**src/rtl/ram_arbiter.sv**
```systemverilog
// Two-port round-robin arbiter in front of a single-port 32-bit RAM.
// Sub-word writes are done as read-modify-write so the RAM only sees whole words.
module ram_arbiter #(
    parameter int AW = 10
) (
    input  logic          clk,
    input  logic          reset,
    input  logic          m0_valid,
    output logic          m0_ready,
    input  logic [31:0]   m0_addr,
    input  logic [31:0]   m0_wdata,
    input  logic [3:0]    m0_wstrb,
    output logic [31:0]   m0_rdata,
    input  logic          m1_valid,
    output logic          m1_ready,
    input  logic [31:0]   m1_addr,
    input  logic [31:0]   m1_wdata,
    input  logic [3:0]    m1_wstrb,
    output logic [31:0]   m1_rdata,
    output logic          ram_ce,
    output logic          ram_wre,
    output logic [AW-1:0] ram_ad,
    output logic [31:0]   ram_din,
    input  logic [31:0]   ram_dout,
    output logic          ram_oce,
    output logic          ram_reset,
    output logic          busy
);

    typedef enum logic [2:0] {
        IDLE, RD_ISSUE, RD_WAIT, WR_ISSUE, RMW_ISSUE, RMW_WAIT, RESP
    } state_t;

    state_t        state, state_nxt;
    logic          prio;      // 1: port 1 wins a tie
    logic          port;
    logic [AW-1:0] addr_q;
    logic [31:0]   data_q;
    logic [3:0]    strb_q;
    logic [31:0]   rdata_q;
    logic [31:0]   merged;

    // Upper and byte-offset address bits alias onto the same word.
    logic unused_addr;
    assign unused_addr = &{1'b0, m0_addr[31:AW+2], m0_addr[1:0],
                           m1_addr[31:AW+2], m1_addr[1:0]};

    logic          any_req, sel1;
    logic [AW-1:0] req_word;
    logic [31:0]   req_wdata;
    logic [3:0]    req_strb;

    assign any_req   = m0_valid | m1_valid;
    assign sel1      = m1_valid & (~m0_valid | prio);
    assign req_word  = sel1 ? m1_addr[AW+1:2] : m0_addr[AW+1:2];
    assign req_wdata = sel1 ? m1_wdata : m0_wdata;
    assign req_strb  = sel1 ? m1_wstrb : m0_wstrb;

    always_comb begin
        merged = ram_dout;
        for (int i = 0; i < 4; i++)
            if (strb_q[i]) merged[8*i +: 8] = data_q[8*i +: 8];
    end

    always_ff @(posedge clk or posedge reset) begin
        if (reset) state <= IDLE;
        else       state <= state_nxt;
    end

    always_comb begin
        state_nxt = state;
        ram_ce    = 1'b0;
        ram_wre   = 1'b0;
        case (state)
            IDLE: begin
                if (any_req) begin
                    if (req_strb == 4'h0)      state_nxt = RD_ISSUE;
                    else if (req_strb == 4'hF) state_nxt = WR_ISSUE;
                    else                       state_nxt = RMW_ISSUE;
                end
            end
            RD_ISSUE: begin
                ram_ce    = 1'b1;
                state_nxt = RD_WAIT;
            end
            RD_WAIT:  state_nxt = RESP;
            WR_ISSUE: begin
                ram_ce    = 1'b1;
                ram_wre   = 1'b1;
                state_nxt = RESP;
            end
            RMW_ISSUE: begin
                ram_ce    = 1'b1;
                state_nxt = RMW_WAIT;
            end
            RMW_WAIT: state_nxt = WR_ISSUE;
            RESP:     state_nxt = IDLE;
            default:  state_nxt = IDLE;
        endcase
    end

    always_ff @(posedge clk or posedge reset) begin
        if (reset) begin
            prio    <= 1'b0;
            port    <= 1'b0;
            addr_q  <= '0;
            data_q  <= '0;
            strb_q  <= '0;
            rdata_q <= '0;
        end else begin
            case (state)
                IDLE: if (any_req) begin
                    port   <= sel1;
                    prio   <= ~sel1;
                    addr_q <= req_word;
                    data_q <= req_wdata;
                    strb_q <= req_strb;
                end
                RD_WAIT:  rdata_q <= ram_dout;
                RMW_WAIT: data_q  <= merged;
                default: ;
            endcase
        end
    end

    assign ram_ad    = addr_q;
    assign ram_din   = data_q;
    assign ram_oce   = 1'b1;
    assign ram_reset = reset;
    assign busy      = (state != IDLE);
    assign m0_ready  = (state == RESP) & ~port;
    assign m1_ready  = (state == RESP) & port;
    assign m0_rdata  = rdata_q;
    assign m1_rdata  = rdata_q;

endmodule

```
**config.mk**
```make
export PLATFORM = sky130hd
export DESIGN_NAME = ram_arbiter
export DESIGN_NICKNAME = d
export VERILOG_FILES = /design/src/rtl/ram_arbiter.sv
export SDC_FILE = /design/constraint.sdc
export NUM_CORES = 1
export LEC_CHECK = 0
export BUFFER_PORTS_ARGS = -buffer_cell sky130_fd_sc_hd__buf_2
export CORE_MARGIN = 2
export CORE_UTILIZATION = 33
export DETAILED_ROUTE_END_ITERATION = 10
export PLACE_DENSITY_LB_ADDON = 0.3
export SYNTH_ARGS = -nofsm -noshare
export SYNTH_HDL_FRONTEND = slang
export SYNTH_SLANG_ARGS = --single-unit
```
**constraint.sdc**
```tcl
create_clock -name clk -period 3.4 [get_ports clk]
set_input_delay 0.68 -clock clk [delete_from_list [all_inputs] [get_ports clk]]
set_output_delay 0.68 -clock clk [all_outputs]
set_load 0.02 [all_outputs]
```
== Word level (Yosys, flattened, before mapping) ==
Cells that the tools add are included.
Operators by class
  equality and inequality tests: 12
  muxes and demuxes: 15
  bitwise operators: 8
  reductions and logical operators: 11
Operator list (number)
  $mux W32: 2
  $pmux W32 S2: 1
  $mux W8: 4
  $pmux W3 S5: 1
  $reduce_and A3 Y1: 4
  $mux W10: 1
  $ne A2 B2 Y1 const B: 5
  $eq A3 B3 Y1 const B: 3
  $mux W3: 3
  $eq A3 B2 Y1 const B: 2
  $eq A4 B4 Y1 const B: 1
  $logic_not A4 Y1: 1
  $mux W4: 1
  $and A1 B1 Y1: 3
  $eq A3 B1 Y1 const B: 1
  $logic_not A3 Y1: 1
  $not A1 Y1: 3
  $reduce_bool A3 Y1: 1
  $reduce_or A3 Y1: 1
  $mux W1: 2
  $or A1 B1 Y1: 2
  $reduce_and A2 Y1: 1
  $reduce_bool A2 Y1: 1
  $reduce_or A2 Y1: 1
Word-level totals
  register bits after elaboration: 83
  input bits: 172
  output and inout bits: 113

== Depth between registers and ports, before layout ==
  depth after elaboration: 9
  depth in mapped cells: 7
  mapped depth without buffers: 4

== Worst setup path after synthesis ==
No wires, ideal clock.
  path kind: flip-flop to output port
  from: register state[0]
  to: output port m0_ready
  arrival time: 1.307 ns
  data required time: 2.720 ns
  setup slack: 1.413 ns
  stages on the path, launching flop included: 3
  cell sequence: dfrtp_1 -> buf_6 -> nor4_1
Between the ends
  cells in the longest elaborated chain, start to end: 2
RTL lines
  start, declared: RTL line 34  | state_t state, state_nxt;
  start signal, assigned: RTL line 67  | else state <= state_nxt;
  $eq A3 B3 Y1: RTL line 131  | assign m0_ready = (state == RESP) & ~port;
  $and A1 B1 Y1: RTL line 131
  end, declared: RTL line 9  | output logic m0_ready,
Every way passes these cells.

== Worst setup path in the final report ==
  from: register state[0]
  to: register data_q[10], in the netlist ram_din[10]
Between the ends
  cells in the longest elaborated chain, start to end: 3
  elaborated cells on any way between the ends: 7
RTL lines
  $eq A3 B3 Y1 / $logic_not A3 Y1 (equally long branches): RTL line 111  | case (state)
  $ne A2 B2 Y1 (no source line) / $reduce_bool A2 Y1 (equally long branches)
  $reduce_and A3 Y1 (no source line)
  end signal, assigned: RTL line 116  | data_q <= req_wdata;
  end signal, assigned: RTL line 120  | RMW_WAIT: data_q <= merged;
  end, declared: RTL line 38  | logic [31:0] data_q;
Parallel ways exist; a longest one is shown, timed or not.
A chain may end at the register's enable or synchronous reset.

==> results.env <==
RUN_STATUS='finished, final reports clean'
PLACEABLECOREAREA_UM2=13700
DETAIL_ROUTE.WIRELENGTH_UM=13900
DPL.CELL_COUNT=818
MULTI_INPUT_AREA_UM2=2050
FIRST_PASS_GRT_WIRE_LENGTH_UM=21000
SKEW_NS=0.00931
TIMING_WORST_SLEW_PIN_VALUE_NS=1.05
ANTENNA_LEFT=0
FINAL_AREA_UM2=5990
DRT_FIRST_PASS_ITERS=4
FIRST_GLOBAL_VIAS=4069
WORST_SETUP_PATH_END_KIND='register'
GRT_OVERFLOW=0
FILLER_CELLS_INSERTED=1369
NUMPORTBUFFERS=239
MAX-SLEW-MARGIN-REL_PCT=30.2
GRT_SETUP_UNREPAIRED='false'
YOSYS.CELL_COUNT.TOP_TYPE='sky130_fd_sc_hd__dfrtp_1'
GRT_START_MAX_NET_PINS=61
GRT_ANTENNA_BEFORE_REPAIR=3
SYNTH_AREA_UM2=4590
ROW_COUNT=43
TIMING_HOLD_VIOLATIONS_FINAL=0
FINALWEIGHTEDCONGESTION=0.803
DETAIL_ROUTE.WL_PER_CELL_UM=16.7
NETS=821
SYNTH_TOP_FLOP_CELL='sky130_fd_sc_hd__dfrtp_1'
TIMING.FINAL.SETUP_VIOLATIONS=0
CTS_HOLD_BUFFERS=0
NUMBER_OF_RESIZED_INSTANCES_IN_THE_POST_CTS_REPAIR_STEP=0
CTS_MAX_PATH_BUFFERS=2
CTS-ROOT-BUF='sky130_fd_sc_hd__clkbuf_16'
SYNTHTOLAYOUTAREAGROWTH_PCT=30.6
FMAXACHIEVABLE_MHz=405
DRC_VIOLATION_TOTAL_AFTER_THE_FIRST_TRITONROUTE_ITERATION=160
COMBINED_GLOBAL_ROUTE_UTILIZATION_OF_ALL_METAL_LAYERS_PCT=18.3
TIMING_MAX_TRANSITION_VIOLATIONS_FINAL=0
CRITPATHREQUIREDTIME_NS=3.63
NUMBER_OF_H_TREE_BRANCHING_LEVELS=3
FP.DIEAREA_UM2=14900
POST_LAYOUT_NONFILLER_INSTANCES=833
DIE_HEIGHT_UM=122
NUM_VIAS=4136
CTS_SETUP_BUFFERS=0
POWER.LEAKAGE_nW=2.97
NETLIST.AREA_LEADER.SHARE_PCT=45.2
REGAREA_UM2=2080
YS_TOP_CELLS_BY_COUNT='sky130_fd_sc_hd__dfrtp_1 (83), sky130_fd_sc_hd__o21ai_0 (71), sky130_fd_sc_hd__buf_4 (40), sky130_fd_sc_hd__nand2_1 (40), sky130_fd_sc_hd__nor2_1 (37)'
POWER_DENSITY_nW_PER_UM2=1040
SETUP_TNS_NS=0
POST_SYNTH.CELL_AREA_AVG_UM2=10.1
PIN_COUNT=285
ASYNC_FLOP_SHARE_PCT=100
RRSETUPSLACK_NS=0.93
EFFECTIVE_UTILIZATION_AT_FLOORPLAN_PCT=33.5
PLACE_HPWL_UM=10300
NUMBER_OF_REGISTER_BITS_INFERRED_BY_SYNTHESIS=83
CLKLATENCYLATEPIN_NS=0.33
MAXIMUM_VDD_DROP_mV=0.346
WORSTPATHARRIVAL_NS=2.70
SHARE_OF_THE_CLOCK_PERIOD_USED_BY_THE_WORST_PATH_PCT=72.7
SYNTHESIZED_NETS=628
WORST_SETUP_HOLD_PATH_CLK_SLEW_NS=0.06
COUNT_OF_SYNTHESIS_STAGE_WARNINGS_FROM_YOSYS=0
SYNTH_AREA_LEADERS='sky130_fd_sc_hd__dfrtp_1 (45%), sky130_fd_sc_hd__o31ai_2 (8.2%), sky130_fd_sc_hd__o21ai_0 (7.7%)'
VIASPERCELL=4.97
SYNTHDOMINANTAREACELLTYPE='sky130_fd_sc_hd__dfrtp_1'
CTS_TREE='done'
POSTSYNTHCELLCOUNT=456
CRIT_TYPE='register to register'
DPL_CELL_AREA_UM2=5660
CTS_MADE_BUFFERS=9
FINALCRITICALPERIOD_NS=2.47
NUMCLOCKSINKS=83
POST_ROUTE_CELLS_DRIVE_ABOVE_1_SHARE_PCT=50.0
DRCVIOLATIONCOUNT=0
DRV.MAX_CAP_VIOLATION_COUNT=0
DIE_W_UM=122
SYNTH-EDFF-COUNT=0
MIN_PATH_TYPE='register to register'
WORST-PATH-MAX-FANOUT=36
YS_SEQ_AREA_SHARE_PCT=45.2
STARTPOINT_TYPE='register'
SYNTH.LIB_CELLS_USED.DISTINCT=36
## area by class of cell
cell class | instances | area share [%]
inverters | 4 | 0.271
diodes | 1 | 0.0417
flip-flops and latches | 83 | 34.6
repair buffers | 251 | 21.7
multi-input cells | 300 | 34.1
well taps | 180 | 3.76
clock inverters | 5 | 1.73
clock buffers | 9 | 3.76
## cells in the final DEF (no fill, tap or decap), types with 2 or more instances in the layout
master                        n
sky130_fd_sc_hd__clkbuf_16    9
sky130_fd_sc_hd__mux2i_1      5
sky130_fd_sc_hd__nand2_1     40
sky130_fd_sc_hd__o22ai_1      2
sky130_fd_sc_hd__and3_1      10
sky130_fd_sc_hd__buf_4       11
sky130_fd_sc_hd__mux2_2      20
sky130_fd_sc_hd__or2_0        4
sky130_fd_sc_hd__a221o_1     10
sky130_fd_sc_hd__o31ai_2     30
sky130_fd_sc_hd__mux2_1      13
sky130_fd_sc_hd__or4_1        2
sky130_fd_sc_hd__nor3_1       2
sky130_fd_sc_hd__a21o_1       2
sky130_fd_sc_hd__bufinv_16    3
sky130_fd_sc_hd__buf_2      239
sky130_fd_sc_hd__o31ai_1      2
sky130_fd_sc_hd__nor4_1       2
sky130_fd_sc_hd__o21ai_0     71
sky130_fd_sc_hd__inv_1        2
sky130_fd_sc_hd__o22a_4       4
sky130_fd_sc_hd__nor2_1      37
sky130_fd_sc_hd__dfrtp_1     83
sky130_fd_sc_hd__a21oi_1     32
sky130_fd_sc_hd__nand4_1      2
sky130_fd_sc_hd__clkinv_2     2
## logic make-up after synthesis
kind of cell    Yosys count  share of synthesized area, %
buf+inv                  73                          10.4
simple gates            106                          10.7
mux                      38                          9.19
flops                    83                          45.2
compound gates          155                          24.4
other cells               1                        0.0817
## routing by layer
layer  global-route usage [%]  part of all wire, %
met1                     22.8                   43
met2                     31.6                   48
met3                     4.78                  7.1
met4                     4.53                  1.6
met5                        0                 0.19
## critical path: stages (launching register included)
cell and delay [ns]:
sky130_fd_sc_hd__dfrtp_1 0.72, sky130_fd_sc_hd__nand2_4 0.44, sky130_fd_sc_hd__o22a_4 0.40, sky130_fd_sc_hd__or2_0 0.47
sky130_fd_sc_hd__o31ai_2 0.34
## registers in the layout, summed over array words and instances (netlist names)
signal and flops:
state 3, port 1, m0_rdata 32, prio 1, ram_ad 10, strb_q 4
ram_din 32
## report_power, final
| part | leakage, nW | internal [mW] | total, mW | switching [mW] |
|---|---|---|---|---|
| clock network | 0.161 | 0.710 | 1.09 | 0.385 |
| logic | 1.80 | 1.25 | 3.35 | 2.10 |
| registers | 1.01 | 1.48 | 1.79 | 0.310 |
## worst paths after layout
path	start	end	depth (start not counted)
worst max-delay path	state[0]	ram_din[10]	4
worst min-delay path	m0_rdata[12]	m0_rdata[12]	1
worst max register to register	state[0]	ram_din[10]	4
worst min register to register	m0_rdata[12]	m0_rdata[12]	1
max in group asynchronous	reset	m0_rdata[6]	3
min in group asynchronous	reset	m0_rdata[12]	2
## metrics by stage
| stage | hold WS (ns) | setup slack, ns | utilization [%] | power, mW |
|---|---|---|---|---|
| after floorplan | 0.459 | 0.583 | - | 4.38 |
| after global placement | 0.476 | 0.933 | 41.3 | 5.14 |
| after detailed placement | 0.492 | 0.883 | 41.3 | 5.22 |
| after CTS | 0.506 | 0.862 | 43.7 | 6.32 |
| after global routing | 0.526 | 0.729 | 43.7 | 6.67 |
| final | 0.499 | 0.930 | 43.7 | 6.24 |
(Power assumes the default switching activity.)
